===== config.mk =====
export PLATFORM = sky130hd
export DESIGN_NAME = iccm_port_arb
export DESIGN_NICKNAME = d
export VERILOG_FILES = /design/src/rtl/iccm_port_arb.sv
export SDC_FILE = /design/constraint.sdc
export NUM_CORES = 1
export LEC_CHECK = 0
export CORE_AREA = 8 8 127 129
export CTS_BUF_LIST = sky130_fd_sc_hd__clkbuf_4 sky130_fd_sc_hd__clkbuf_8
export DETAILED_ROUTE_END_ITERATION = 10
export DIE_AREA = 0 0 135 137
export RECOVER_POWER = 100
export REMOVE_ABC_BUFFERS = 1
export SYNTH_ARGS = -nofsm -noshare
export SYNTH_HDL_FRONTEND = slang
export SYNTH_SLANG_ARGS = --single-unit

===== constraint.sdc =====
create_clock -name clk -period 1.75 [get_ports clk]
set_input_delay 0.175 -clock clk [delete_from_list [all_inputs] [get_ports clk]]
set_output_delay 0.175 -clock clk [all_outputs]
set_load 0.05 [all_outputs]

===== src/rtl/iccm_port_arb.sv =====
// Single-port ICCM arbiter: IFU fetch, LSU loads/stores and the boot/debug loader.
// Owns grant selection, fetch stall, return-data routing and the loader-mode sequence.
module iccm_port_arb #(
   parameter int LSU_MAX_CONSEC = 4,
   parameter int ADDR_W         = 32
) (
   input  logic              clk,
   input  logic              rst_n,
   input  logic              ifu_req,
   input  logic [ADDR_W-1:0] ifu_addr,
   output logic              ifu_stall,
   output logic [31:0]       ifu_rdata,
   output logic              ifu_rvalid,
   input  logic              ifu_flush,
   input  logic              lsu_req,
   input  logic              lsu_we,
   input  logic [ADDR_W-1:0] lsu_addr,
   input  logic [31:0]       lsu_wdata,
   input  logic [3:0]        lsu_wstrb,
   output logic              lsu_gnt,
   output logic [31:0]       lsu_rdata,
   output logic              lsu_rvalid,
   input  logic              ldr_mode,
   output logic              ldr_active,
   input  logic              ldr_wr,
   input  logic [ADDR_W-1:0] ldr_addr,
   input  logic [31:0]       ldr_wdata,
   output logic [ADDR_W-1:0] iccm_addr,
   output logic              iccm_rd_en,
   output logic              iccm_wr_en,
   output logic [31:0]       iccm_wr_data,
   output logic [3:0]        iccm_wr_strb,
   input  logic [31:0]       iccm_rd_data
);

   localparam int CW = $clog2(LSU_MAX_CONSEC + 1);
   localparam logic [CW-1:0] CMAX = CW'(LSU_MAX_CONSEC);
   localparam logic [CW-1:0] CONE = CW'(1);

   typedef enum logic [1:0] {
      RUN   = 2'b00,
      DRAIN = 2'b01,
      LOAD  = 2'b10
   } state_t;

   typedef enum logic [1:0] {
      OWN_NONE = 2'b00,
      OWN_IFU  = 2'b01,
      OWN_LSU  = 2'b10
   } own_t;

   state_t          state;
   own_t            owner;
   own_t            owner_nxt;
   logic [CW-1:0]   lsu_consec;

   logic            in_run;
   logic            in_load;
   logic            lsu_win;
   logic            gnt_ifu;
   logic            gnt_lsu;
   logic            ldr_go;
   logic            consec_sat;

   // ------------------------------------------------------------------
   // Grant selection
   // ------------------------------------------------------------------
   assign in_run     = (state == RUN) && !ldr_mode;
   assign in_load    = (state == LOAD);
   assign consec_sat = (lsu_consec == CMAX);

   // LSU wins unless the IFU has already waited out its quota
   assign lsu_win = lsu_req && !(ifu_req && consec_sat);

   assign gnt_lsu = in_run && lsu_win;
   assign gnt_ifu = in_run && ifu_req && !lsu_win;
   assign ldr_go  = in_load && ldr_wr;

   assign lsu_gnt    = gnt_lsu;
   assign ifu_stall  = ifu_req && !gnt_ifu;
   assign ldr_active = in_load;

   // ------------------------------------------------------------------
   // ICCM drive
   // ------------------------------------------------------------------
   always_comb begin
      iccm_addr    = '0;
      iccm_rd_en   = 1'b0;
      iccm_wr_en   = 1'b0;
      iccm_wr_data = '0;
      iccm_wr_strb = '0;
      unique case (1'b1)
         gnt_ifu: begin
            iccm_addr  = ifu_addr;
            iccm_rd_en = 1'b1;
         end
         gnt_lsu && !lsu_we: begin
            iccm_addr  = lsu_addr;
            iccm_rd_en = 1'b1;
         end
         gnt_lsu && lsu_we: begin
            iccm_addr    = lsu_addr;
            iccm_wr_en   = 1'b1;
            iccm_wr_data = lsu_wdata;
            iccm_wr_strb = lsu_wstrb;
         end
         ldr_go: begin
            iccm_addr    = ldr_addr;
            iccm_wr_en   = 1'b1;
            iccm_wr_data = ldr_wdata;
            iccm_wr_strb = 4'hF;
         end
         default: begin
         end
      endcase
   end

   // ------------------------------------------------------------------
   // Return ownership of the read issued this cycle
   // ------------------------------------------------------------------
   always_comb begin
      owner_nxt = OWN_NONE;
      unique case (1'b1)
         gnt_ifu && !ifu_flush: owner_nxt = OWN_IFU;
         gnt_lsu && !lsu_we:    owner_nxt = OWN_LSU;
         default:               owner_nxt = OWN_NONE;
      endcase
   end

   // A flush in the return cycle also kills the fetch data
   assign ifu_rvalid = (owner == OWN_IFU) && !ifu_flush;
   assign lsu_rvalid = (owner == OWN_LSU);
   assign ifu_rdata  = ifu_rvalid ? iccm_rd_data : 32'h0;
   assign lsu_rdata  = lsu_rvalid ? iccm_rd_data : 32'h0;

   // ------------------------------------------------------------------
   // Sequencer, fairness counter and owner register
   // ------------------------------------------------------------------
   always_ff @(posedge clk or negedge rst_n) begin
      if (!rst_n) begin
         state      <= RUN;
         owner      <= OWN_NONE;
         lsu_consec <= '0;
      end else begin
         owner <= owner_nxt;

         if (gnt_ifu || !ifu_req)
            lsu_consec <= '0;
         else if (gnt_lsu && !consec_sat)
            lsu_consec <= lsu_consec + CONE;

         unique case (state)
            RUN: begin
               if (ldr_mode)
                  state <= DRAIN;
            end
            DRAIN: begin
               state <= ldr_mode ? LOAD : RUN;
            end
            LOAD: begin
               if (!ldr_mode)
                  state <= RUN;
            end
            default: state <= RUN;
         endcase
      end
   end

endmodule


# After elaboration in Yosys (flattened, before gate mapping)

Cells that the tools add are included.
Widths: inputs -> output; s select.

Register bits: 7
Word-level logic and storage cells: 53
Output and inout port bits: 139
Input bits: 204

Reductions and logical operators: 28
Multiplexer cells: 14
Equality and inequality tests: 7
Add/subtract/negate cells: 1

Operators by type and width:

| kind                | count |
|---|---|
| $pmux 32 s3         | 1 |
| $mux 32             | 2 |
| $pmux 32 s2         | 1 |
| $logic_and 1x1->1   | 13 |
| $logic_not 1->1     | 8 |
| $pmux 4 s2          | 1 |
| $mux 2              | 3 |
| $mux 3              | 2 |
| $pmux 2 s3          | 1 |
| $reduce_or 2->1     | 3 |
| $eq 2x1->1 const B  | 2 |
| $eq 2x2->1 const B  | 2 |
| $ne 2x2->1 const B  | 2 |
| $pmux 2 s2          | 1 |
| $add 3x1->3 const B | 1 |
| $eq 3x3->1 const B  | 1 |
| $logic_not 2->1     | 1 |
| $mux 1              | 2 |
| $reduce_and 2->1    | 1 |
| $reduce_bool 2->1   | 1 |
| $logic_or 1x1->1    | 1 |

# Longest topological paths before layout

Depth after elaboration: 8
Mapped depth: 7
Depth with buffers taken out: 5

# Worst setup path after synthesis

No wires, ideal clock.

Path type: register to output
Start: register lsu_consec[0]
End: output port ifu_stall
Required time: 1.575 ns
Buffers on the path: 0
Stages on the path, launching flop included: 5
Path slack: -0.389 ns
Data arrival time: 1.964 ns
Path through: dfrtp_1 -> inv_1 -> ha_1 -> a21bo_2 -> a21boi_0

Longest elaborated chain between the ends: 8

Ends and longest elaborated chain:

| element                | line | source |
|---|---|---|
| from (decl)            | 55   | `logic [CW-1:0] lsu_consec;` |
| from (signal assigned) | 150  | `lsu_consec <= lsu_consec + CONE;` |
| $eq 3x3->1             | 70   | `assign consec_sat = (lsu_consec == CMAX);` |
| $logic_and 1x1->1      | 73   | `assign lsu_win = lsu_req && !(ifu_req && consec_sat);` |
| $logic_not 1->1        | 73   |  |
| $logic_and 1x1->1      | 73   |  |
| $logic_not 1->1        | 76   | `assign gnt_ifu = in_run && ifu_req && !lsu_win;` |
| $logic_and 1x1->1      | 76   |  |
| $logic_not 1->1        | 80   | `assign ifu_stall = ifu_req && !gnt_ifu;` |
| $logic_and 1x1->1      | 80   |  |
| to (decl)              | 11   | `output logic ifu_stall,` |

Every way passes these cells.

# Worst setup path in the final report

Start: register lsu_consec[0]
End: output port iccm_addr[1]

Longest elaborated chain between the ends: 8
Elaborated cells on any way between the ends: 11
Those cells by class: eq/ne (1); mux (1); reduce/logical (9)

Ends and longest elaborated chain:

| element                                     | line    | source |
|---|---|---|
| $eq 3x3->1 (*)                              | 70      |  |
| $logic_and 1x1->1 (*)                       | 73      |  |
| $logic_not 1->1 (*)                         | 73      |  |
| $logic_and 1x1->1 (*)                       | 73      |  |
| $logic_and 1x1->1                           | 75      | `assign gnt_lsu = in_run && lsu_win;` |
| $logic_and 1x1->1, on equally long branches | 97, 101 |  |
| $reduce_or 2->1 (no source line)            | -       |  |
| $pmux 32 s3 (*)                             | 92      | `unique case (1'b1)` |
| to (decl)                                   | 28      | `output logic [ADDR_W-1:0] iccm_addr,` |

Mark *: on every way between the ends. The rest lies on a longest branch, timed or not.

==> flow_results.xml <==
<?xml version="1.0" encoding="UTF-8"?>
<metrics>
  <group name="run_status">
    <metric name="status" unit="">finished with violations</metric>
    <metric name="failed_checks" unit="">negative setup slack</metric>
  </group>
  <group name="pwr">
    <metric name="ir_drop" unit="mV">0.224</metric>
    <metric name="part_of_the_total_power_dissipated_in_sequential_elements" unit="%">6.8</metric>
    <metric name="power_leakage" unit="uW">0.00303</metric>
    <metric name="internal_power" unit="uW">1580</metric>
    <metric name="power_density" unit="nW/um2">362</metric>
    <metric name="clock_network_fraction_of_design_power" unit="%">9.4</metric>
    <metric name="pwr-share-comb" unit="%">83.7</metric>
    <metric name="switching_power" unit="uW">1100</metric>
    <metric name="fraction_of_power_spent_switching_nets" unit="%">41.1</metric>
  </group>
  <group name="flow_run">
    <metric name="timing.max_cap.violations" unit="">0</metric>
  </group>
  <group name="setup_path">
    <metric name="sequence_of_cells_on_the_critical_path" unit="">inv_2 &gt; ha_4 &gt; a21bo_4 &gt; and3_4 &gt; buf_16 &gt; a221o_1 &gt; buf_12</metric>
    <metric name="worst-endpoint-arrival" unit="ns">1.94</metric>
    <metric name="critical_path.max_stage_delay" unit="ns">0.36</metric>
    <metric name="timing.critical_path.required" unit="ns">1.57</metric>
    <metric name="worstSetupPathType" unit="">flip-flop to primary output</metric>
    <metric name="slowest_stage" unit="">dfrtp_1</metric>
    <metric name="worstPathMaxFanout" unit="">15</metric>
    <metric name="timing.critical_path.to_type" unit="">primary output</metric>
    <metric name="crit_path_start_kind" unit="">flip-flop</metric>
    <metric name="reg_to_reg_start" unit="">state[0]</metric>
    <metric name="worst-r2r-cell-count" unit="">6</metric>
    <metric name="register_to_register_setup_slack" unit="ns">0.09</metric>
    <metric name="worst_r2r_endpoint" unit="">lsu_consec[2]</metric>
  </group>
  <group name="timing">
    <metric name="finalSetupTns" unit="ns">-20.83</metric>
    <metric name="final-max-slew-violation-count" unit="">0</metric>
    <metric name="worst_slew_pin_slew" unit="ns">0.534</metric>
    <metric name="report.final.setup_viol" unit="">81</metric>
    <metric name="rsz0062_at_grt" unit="">true</metric>
    <metric name="final.period_utilization" unit="%">121</metric>
    <metric name="worst_slew_margin_rel" unit="%">64.4</metric>
    <metric name="layout_min_cycle_time" unit="ns">2.12</metric>
    <metric name="setup_ws" unit="ns">-0.366</metric>
    <metric name="timing.final.hold_violations" unit="">0</metric>
    <metric name="fin_skew" unit="ns">0.00214</metric>
    <metric name="maxClockFrequency" unit="GHz">0.473</metric>
  </group>
  <group name="clocking">
    <metric name="ctsLongestPathBuffers" unit="">2</metric>
    <metric name="clkSinkCount" unit="">7</metric>
    <metric name="path_clk_slew" unit="ns">0.04</metric>
    <metric name="cts-buffers-inserted" unit="">3</metric>
    <metric name="cts_hold_buffers" unit="">0</metric>
    <metric name="clock-root-buffer" unit="">clkbuf_8</metric>
    <metric name="clock_latency" unit="ns">0.23</metric>
    <metric name="cts.htree.levels" unit="">1</metric>
    <metric name="cts_tree" unit="">done</metric>
  </group>
  <group name="floorplan">
    <metric name="die_boundary_height" unit="um">137</metric>
    <metric name="top_level_ports" unit="">343</metric>
    <metric name="design.die.area" unit="um2">18500</metric>
    <metric name="initial_core_util" unit="%">13.0</metric>
    <metric name="design.core.area" unit="um2">14200</metric>
    <metric name="die_w" unit="um">135</metric>
    <metric name="placement_rows" unit="">44</metric>
  </group>
  <group name="final_layout">
    <metric name="layout-drive-gt1-share" unit="%">34.6</metric>
    <metric name="finalNetCount" unit="">800</metric>
    <metric name="area_growth_syn_to_layout" unit="%">303</metric>
    <metric name="postLayoutCellArea" unit="um2">7410</metric>
  </group>
  <group name="logic_synthesis">
    <metric name="synth.yosys.seq_area_share" unit="%">9.52</metric>
    <metric name="count_of_unique_library_cells_instantiated_by_yosys" unit="">29</metric>
    <metric name="synth-async-reset-ratio" unit="%">100</metric>
    <metric name="syn-cell-area" unit="um2">1840</metric>
    <metric name="synth.avg_cell_area" unit="um2">7.93</metric>
    <metric name="synth_enable_flop_cells" unit="">0</metric>
    <metric name="postSynthRegisterBits" unit="">7</metric>
    <metric name="synthCells" unit="">232</metric>
    <metric name="yosysWarningCount" unit="">0</metric>
    <metric name="dominantRegCellSynth" unit="">dfrtp_1</metric>
  </group>
  <group name="place">
    <metric name="placed_cell_area" unit="um2">6970</metric>
    <metric name="place_congestion" unit="">0.942</metric>
    <metric name="place_hpwl" unit="um">15200</metric>
    <metric name="port_buffer_cells" unit="">342</metric>
    <metric name="detailedPlace.worstSlack" unit="ns">-0.349</metric>
  </group>
  <group name="detailed_routing">
    <metric name="drt_first_iter_violations" unit="">118</metric>
    <metric name="route.vias.total" unit="">3446</metric>
    <metric name="post_drt_via_cell_ratio" unit="">4.43</metric>
    <metric name="routed_wl" unit="um">19000</metric>
    <metric name="ant_nets" unit="">0</metric>
    <metric name="detail_route.drc_violations" unit="">0</metric>
    <metric name="first_pass_detailed_route_iteration_total" unit="">6</metric>
    <metric name="drt-wirelength-per-cell" unit="um">24.4</metric>
  </group>
  <group name="min_path">
    <metric name="hp-class" unit="">input pin to asynchronous set/reset pin</metric>
  </group>
  <group name="grt">
    <metric name="grt_max_degree" unit="">36</metric>
    <metric name="gr-total-overflow" unit="">0</metric>
    <metric name="via_count_of_the_first_global_routing_pass" unit="">3964</metric>
    <metric name="grt_usage" unit="%">18.9</metric>
    <metric name="antenna_found_initial" unit="">1</metric>
    <metric name="grt_first_pass_wirelength" unit="um">26000</metric>
  </group>
</metrics>
## routing by layer
layer / vias to the layer above / routed length, um / GRT usage (%)
li1: 1594 / - / -
met1: 1608 / 6140 / 17.9
met2: 233 / 10400 / 36.5
met3: 11 / 2310 / 8.92
met4: 0 / 124 / 3.21
met5: - / 0 / 0
## synth_stat cells (all sizes together), types with 2 or more instances
cell type	count	area share (%)
clkbuf	8	1.6
dfrtp	7	9.5
inv	2	0.41
a221o	32	17
nor3	2	0.54
and3	2	0.68
a21o	4	1.6
and2	97	33
nor2b	7	2.4
nor2	2	0.41
a21boi	2	0.82
a22o	32	15
buf	18	8.8
ha	2	1.4
o21a	2	0.82
nor3b	3	1.2
## repair_timing
item                                    in CTS  in global routing
endpoints found under the setup margin      72                 73
pin swaps                                   41                  1
cloned                                       6                  2
gates resized for setup                     34                  7
setup buffers                                6                  1
## kinds of logic after synthesis
group           share of synthesized area, %
simple gates                            40.9
compound gates                          37.5
buf+inv                                 10.8
flops                                   9.52
fa+ha+maj                               1.36
## power groups by stage
| stage | Combinational (uW) | Sequential [uW] | Clock (uW) |
|---|---|---|---|
| 5_1_grt | 2330 | 185 | 275 |
| 6_report | 2250 | 183 | 253 |
| 3_3_place_gp | 2100 | 181 | 0 |
| 2_1_floorplan | 784 | 183 | 0 |
| 3_5_place_dp | 2110 | 181 | 0 |
| 4_1_cts | 2240 | 181 | 260 |
## final cells by class
type	count	area [um2]
clock buffers	4	48.8
diodes	1	2.50
inverters	2	7.51
fillers	1231	6790
multi-input cells	197	1590
repair buffers	383	5360
well taps	184	230
flip-flops and latches	7	175
## state kept, by name, summed over array words and instances, names as in the netlist
register    flops
lsu_consec      3
owner           2
state           2
## worst max-delay path by stage
stage / from / endpoint / slack [ns] / cells after the start
detailed placement: lsu_req / iccm_addr[16] / -0.35 / 6
CTS: lsu_consec[0] / iccm_addr[3] / -0.36 / 7
global route: lsu_consec[1] / iccm_addr[3] / -0.42 / 7
floorplan: owner[1] / ifu_rdata[0] / -1.62 / 2
finish: lsu_consec[0] / iccm_addr[1] / -0.37 / 7
global placement: lsu_req / iccm_addr[11] / -0.31 / 6
## worst max-delay path, delay by kind of cell (launching register included)
kind | cells | cell delay (ns)
AO/OA/AOI/OAI | 2 | 0.57
adder cells (fa/ha/maj) | 1 | 0.16
buffers and inverters | 3 | 0.40
flip-flops | 1 | 0.36
AND/OR/NAND/NOR | 1 | 0.20
## cells in the final DEF (no fill, tap or decap), drive strengths merged, types with 2 or more instances in the layout
cell type and n:
nor3b 3, and3 2, o21a 2, and2 97, a21o 4, ha 2
a22o 32, nor2 2, nor2b 7, inv 2, clkdlybuf4s50 202, a21boi 2
nor3 2, dfrtp 7, a221o 32, buf 178, clkbuf 6
## metrics by stage
| step | hold slack (ns) | cells | utilization [%] | total power, uW |
|---|---|---|---|---|
| 2_1_floorplan | -0.121 | 206 | - | 966 |
| 3_3_place_gp | 0.461 | 758 | 49.1 | 2280 |
| 3_5_place_dp | 0.481 | 758 | 49.1 | 2290 |
| 4_1_cts | 0.230 | 774 | 51.8 | 2680 |
| 5_1_grt | 0.313 | 778 | 52.2 | 2790 |
| 6_report | 0.296 | 778 | 52.2 | 2680 |
Power figures use the tool's default switching activity.
